`src/rtl/sum_deserializer_if.sv`:
```
// Handshake bundle between the serial sum stage, the deserializer and the word consumer.
interface sum_deserializer_if #(
  parameter int N = 128,
  parameter int W = 4
);
  logic [W-1:0] in_digit;
  logic         in_valid;
  logic         in_first;
  logic [N-1:0] out_word;
  logic         out_valid;
  logic         out_ready;
  logic         overflow;
  logic         sync_err;

  modport master (
    output in_digit, in_valid, in_first, out_ready,
    input  out_word, out_valid, overflow, sync_err
  );

  modport slave (
    input  in_digit, in_valid, in_first, out_ready,
    output out_word, out_valid, overflow, sync_err
  );
endinterface

```
`src/rtl/sum_deserializer.sv`:
```
// Reassembles LSB-first W-bit sum digits into N-bit words behind a one-entry output register.
//   state    | meaning
//   IDLE     | waiting for a digit flagged in_first
//   ASSEMBLE | collecting digits 1..D-1 of the current word
module sum_deserializer #(
  parameter int N = 128,
  parameter int W = 4
) (
  input  logic               clk,
  input  logic               rst,
  sum_deserializer_if.slave  bus
);
  localparam int D  = N / W;
  localparam int CW = $clog2(D);

  typedef enum logic {IDLE, ASSEMBLE} state_t;

  state_t          state_q, state_d;
  logic [CW-1:0]   cnt_q, cnt_d;
  logic [N-1:0]    asm_q, asm_d;
  logic [N-1:0]    out_word_q, out_word_d;
  logic            out_valid_q, out_valid_d;
  logic            overflow_q, overflow_d;
  logic            sync_err_q, sync_err_d;
  logic            pop;
  logic            complete;

  always_ff @(posedge clk) begin
    if (!rst) begin
      state_q     <= IDLE;
      cnt_q       <= '0;
      asm_q       <= '0;
      out_word_q  <= '0;
      out_valid_q <= 1'b0;
      overflow_q  <= 1'b0;
      sync_err_q  <= 1'b0;
    end else begin
      state_q     <= state_d;
      cnt_q       <= cnt_d;
      asm_q       <= asm_d;
      out_word_q  <= out_word_d;
      out_valid_q <= out_valid_d;
      overflow_q  <= overflow_d;
      sync_err_q  <= sync_err_d;
    end
  end

  always_comb begin
    state_d     = state_q;
    cnt_d       = cnt_q;
    asm_d       = asm_q;
    out_word_d  = out_word_q;
    out_valid_d = out_valid_q;
    overflow_d  = overflow_q;
    sync_err_d  = sync_err_q;
    complete    = 1'b0;
    pop         = out_valid_q & bus.out_ready;

    if (bus.in_valid) begin
      if (bus.in_first) begin
        // in_first mid-word abandons the partial word and restarts on this digit
        if (state_q == ASSEMBLE) sync_err_d = 1'b1;
        asm_d[W-1:0] = bus.in_digit;
        cnt_d        = CW'(1);
        state_d      = ASSEMBLE;
      end else if (state_q == IDLE) begin
        sync_err_d = 1'b1;
      end else begin
        for (int k = 0; k < D; k++) begin
          if (cnt_q == CW'(k)) asm_d[k*W +: W] = bus.in_digit;
        end
        if (cnt_q == CW'(D-1)) begin
          complete = 1'b1;
          cnt_d    = '0;
          state_d  = IDLE;
        end else begin
          cnt_d = cnt_q + CW'(1);
        end
      end
    end

    if (complete) begin
      if (!out_valid_q || pop) begin
        out_word_d  = asm_d;
        out_valid_d = 1'b1;
      end else begin
        overflow_d = 1'b1;
      end
    end else if (pop) begin
      out_valid_d = 1'b0;
    end
  end

  assign bus.out_word  = out_word_q;
  assign bus.out_valid = out_valid_q;
  assign bus.overflow  = overflow_q;
  assign bus.sync_err  = sync_err_q;
endmodule

```
`src/flat_wrapper.sv`:
```
// flat-port wrapper written by rule: the top's interface ports become plain ports
module sum_deserializer_flat 
#(
  parameter int N = 128,
  parameter int W = 4
)
  (clk, rst, bus_in_digit, bus_in_valid, bus_in_first, bus_out_ready, bus_out_word, bus_out_valid, bus_overflow, bus_sync_err);
  sum_deserializer_if #(.N(N), .W(W)) bus_i ();
  input  logic clk;
  input  logic rst;
  input wire logic [$bits(bus_i.in_digit)-1:0] bus_in_digit;
  input wire logic [$bits(bus_i.in_valid)-1:0] bus_in_valid;
  input wire logic [$bits(bus_i.in_first)-1:0] bus_in_first;
  input wire logic [$bits(bus_i.out_ready)-1:0] bus_out_ready;
  output wire logic [$bits(bus_i.out_word)-1:0] bus_out_word;
  output wire logic [$bits(bus_i.out_valid)-1:0] bus_out_valid;
  output wire logic [$bits(bus_i.overflow)-1:0] bus_overflow;
  output wire logic [$bits(bus_i.sync_err)-1:0] bus_sync_err;
  assign bus_i.in_digit = bus_in_digit;
  assign bus_i.in_valid = bus_in_valid;
  assign bus_i.in_first = bus_in_first;
  assign bus_i.out_ready = bus_out_ready;
  assign bus_out_word = bus_i.out_word;
  assign bus_out_valid = bus_i.out_valid;
  assign bus_overflow = bus_i.overflow;
  assign bus_sync_err = bus_i.sync_err;
  sum_deserializer #(.N(N), .W(W)) u_core (.clk(clk), .rst(rst), .bus(bus_i));
endmodule
```
`config.mk`:
```
export PLATFORM = sky130hd
export DESIGN_NAME = sum_deserializer_flat
export DESIGN_NICKNAME = d
export VERILOG_FILES = /design/src/rtl/sum_deserializer_if.sv /design/src/rtl/sum_deserializer.sv /design/src/flat_wrapper.sv
export SDC_FILE = /design/constraint.sdc
export NUM_CORES = 1
export LEC_CHECK = 0
export CAP_MARGIN = 20
export CORE_MARGIN = 4
export CORE_UTILIZATION = 36
export DETAILED_ROUTE_END_ITERATION = 12
export PLACE_DENSITY_LB_ADDON = 0.15
export SYNTH_ARGS = -nofsm -noshare
export SYNTH_HDL_FRONTEND = slang
export SYNTH_SLANG_ARGS = --single-unit
```
`constraint.sdc`:
```
create_clock -name clk -period 2.23 [get_ports clk]
set_clock_uncertainty 0.2 [all_clocks]
set_input_delay 0.446 -clock clk [delete_from_list [all_inputs] [get_ports clk]]
set_output_delay 0.446 -clock clk [all_outputs]
set_load 0.005 [all_outputs]
```
==> flow_summary.ini <==
[cts]
clk_latency_ns = 0.55
cts_root_buf = clkbuf_16
ctsHtreeMaxLevel = 1
cts_buffers = 28
cts_buffer_depth = 3
cts.sinks = 261
clk_pin_slew_ns = 0.06
cts_tree = built

[global_routing]
use_met3 = 0.02724
grt_max_degree = 74
grt_pass1_wl_um = 43080
grtUsageMet1 = 0.2729
top_usage_layer = met2
grtUsageTotal = 0.1893
grt_overflow = 0
antenna_found_initial = 0
grt_pass1_vias = 7499
grtUsageMet2 = 0.3043

[pwr]
p_leak_uw = 0.004886
p_per_area_nw_per_um2 = 770.1
power_switching_uw = 2130
ir_drop_v = 0.0004577
power.internal_uw = 7919
switching_share = 0.2120
clockPowerShare = 0.502
seq_power_share = 0.465
comb_power_share = 0.033

[synth]
synthDistinctLibCells = 41
synth.cell_area_um2 = 9261
synth-xor-area-share = 0
synthSimpleGateAreaFrac = 0.1197
syn_avg_cell_area_um2 = 9.215
synthCells = 1005
synth_top_family_by_area = compound AO/OA/AOI/OAI gates
synth-edff-count = 0
ys_seq_elements = 261
synth-compound-area-share = 0.2414
async_flop_share = 0
synth-seq-area-share = 0.5642
synth_nets = 1021
synth_adder_area_share = 0.009457
yosys-mux-area-fraction = 0.008646
synthFlopType = dfxtp_1
ys.warnings.count = 0

[die]
die_h_um = 168.4
io_pins = 140
dieWidth_um = 168.4
core-area_um2 = 25250
num_rows = 58
start_util = 0.3667
dieArea_um2 = 28360

[final_layout]
drive_gt1_frac = 0.1545
n_antenna_cell = 0
area_growth_pct = 40.89
stdcell_count = 1553
layout_common_cells = 257 x dfxtp_1, 138 x clkdlybuf4s50_1, 129 x o21ai_0
ff_latch_area_um2 = 5233
finalCoreUtilization = 0.5167
mostFrequentLayoutCell = dfxtp_1
nFillCells = 2386
nets = 1217
multi_input_area_um2 = 3550

[critical_path]
worstPathMaxFanout = 7
cp-end-kind = register
timing.reg2reg.setup_slack_ns = 0.07
timing.rr.end = u_core.bus.out_word[83]
crit_type = reg -> reg
endpoint = u_core.bus.out_word[83]
critPathLaunch = u_core.cnt_q[0]
ff2ff_path_depth = 11
worstPathRequired_ns = 2.51
timing.rr.start = u_core.cnt_q[0]
startpoint_type = register
cp_data_arrival_time_ns = 2.44

[placement]
portBuffers = 139
place_congestion = 0.8063
place_inst = 1480
pre_cts_slack_ns = -0.2908
dp_hpwl_um = 19030

[sta]
setup_slack_ns = 0.07151
post-route-min-period_ns = 2.158
rsz0062_at_grt = true
finalSetupTns_ns = 0
fmax_mhz = 463.3
setup_violations = 0
slew_headroom = 0.6302
tightest_slew_ns = 0.5548
post-route-period-util = 0.9679
drv_slew = 0
final_hold_viol_count = 0

[drt]
drc_errors = 0
drtIter0Drc = 542
firstDrtPassIters = 5
viasPerCell = 5.155
vias = 8005
wire_per_inst_um = 18.74
totalWireLength_um = 29100
ant_nets = 0

[hold_path]
hold_path_depth = 3
worstHoldPathType = in -> reg

[run]
cap_violations = 0

[status]
status = finished clean
[power by group through the flow]
stage               Combinational, uW  Clock (uW)  Sequential, uW
floorplan                         151           0            4780
finish                            327        5040            4680
global route                      347        5320            4680
global placement                  329           0            4780
CTS                               328        5120            4680
detailed placement                327           0            4780
[cells in the mapped netlist (2+ instances only)]
cell type  number  share of area
dfxtp_1       261           0.56
o21ai_0       129          0.070
a21oi_1       128          0.069
nor2_1        118          0.048
a22oi_1        96          0.078
nand2_1        50          0.020
clkbuf_1       41          0.017
buf_2          38          0.021
a31oi_1        22          0.015
and2_1         20          0.014
nand3_1        20          0.011
buf_4          11         0.0089
mux2i_1         8         0.0086
ha_1            7         0.0095
buf_6           6         0.0073
inv_1           6         0.0024
a211oi_1        5         0.0041
o21ai_1         5         0.0027
nand2b_1        4         0.0027
and4b_1         3         0.0032
nor2b_1         3         0.0020
nor3_1          3         0.0016
nand4_1         2         0.0014
nor3b_1         2         0.0016
[routing by layer]
layer | wire (um) | vias to the layer above
li1 | - | 3954
met1 | 13920 | 3828
met2 | 13480 | 191
met3 | 1288 | 32
met4 | 420 | 0
met5 | 0 | -
[worst min-delay path by stage]
stage                                   from                        to  slack, ns
finish                                   rst          u_core.asm_q[58]       0.06
global route                             rst          u_core.asm_q[59]       0.07
CTS                                      rst          u_core.asm_q[56]       0.05
detailed placement  u_core.bus.out_word[126]  u_core.bus.out_word[126]       0.25
global placement    u_core.bus.out_word[124]  u_core.bus.out_word[124]       0.25
floorplan                   u_core.asm_q[24]          u_core.asm_q[24]       0.24
[per-stage QoR]
| stage | instance area [um^2] | total power (uW) | hold slack, ns |
|---|---|---|---|
| after floorplan | 9275 | 4931 | 0.2408 |
| after global placement | 11620 | 5110 | 0.2463 |
| after detailed placement | 11620 | 5108 | 0.2499 |
| after CTS | 12640 | 10130 | 0.04929 |
| after global routing | 13050 | 10340 | 0.07305 |
| final | 13050 | 10050 | 0.06124 |
[final cells by class]
type                       instances  share of cell area
sequential                       261              0.4010
multi-input combinational        640              0.2720
timing repair buffer             263              0.2150
clock buffer                      39             0.06223
tap                              330             0.03164
clock inverter                    13             0.01592
inverter                           7            0.002205
[sequential cells by signal, summed over array words and instances (netlist names)]
| signal | count |
|---|---|
| u_core.asm_q | 124 |
| u_core.bus.overflow | 1 |
| u_core.bus.sync_err | 1 |
| u_core.state_q | 1 |
| u_core.bus.out_valid | 1 |
| u_core.cnt_q | 5 |
| u_core.bus.out_word | 128 |
[critical path: stages (launching register included)]
cell       delay (ns)
dfxtp_2          0.36
ha_4             0.14
and3_4           0.20
ha_4             0.16
nand4b_4         0.11
nor2b_4          0.19
buf_12           0.15
buf_12           0.11
clkbuf_16        0.13
buf_4            0.10
o21ai_0          0.07
a31oi_1          0.18
[cells by family (layout without fill, tap and decap cells)]
kind of cell	Yosys count	after routing
AO/OA/AOI/OAI	388	388
flip-flops	261	261
buffers and inverters	104	322
multiplexers	8	8
AND/OR/NAND/NOR	237	237
adder cells (fa/ha/maj)	7	7
[what timing repair did]
action                                  CTS  global route
endpoints found under the setup margin    0           100
resized for setup                         0            12
buffers inserted                          0            11
hold buffers                              0             0
Power figures use the tool's default switching activity.
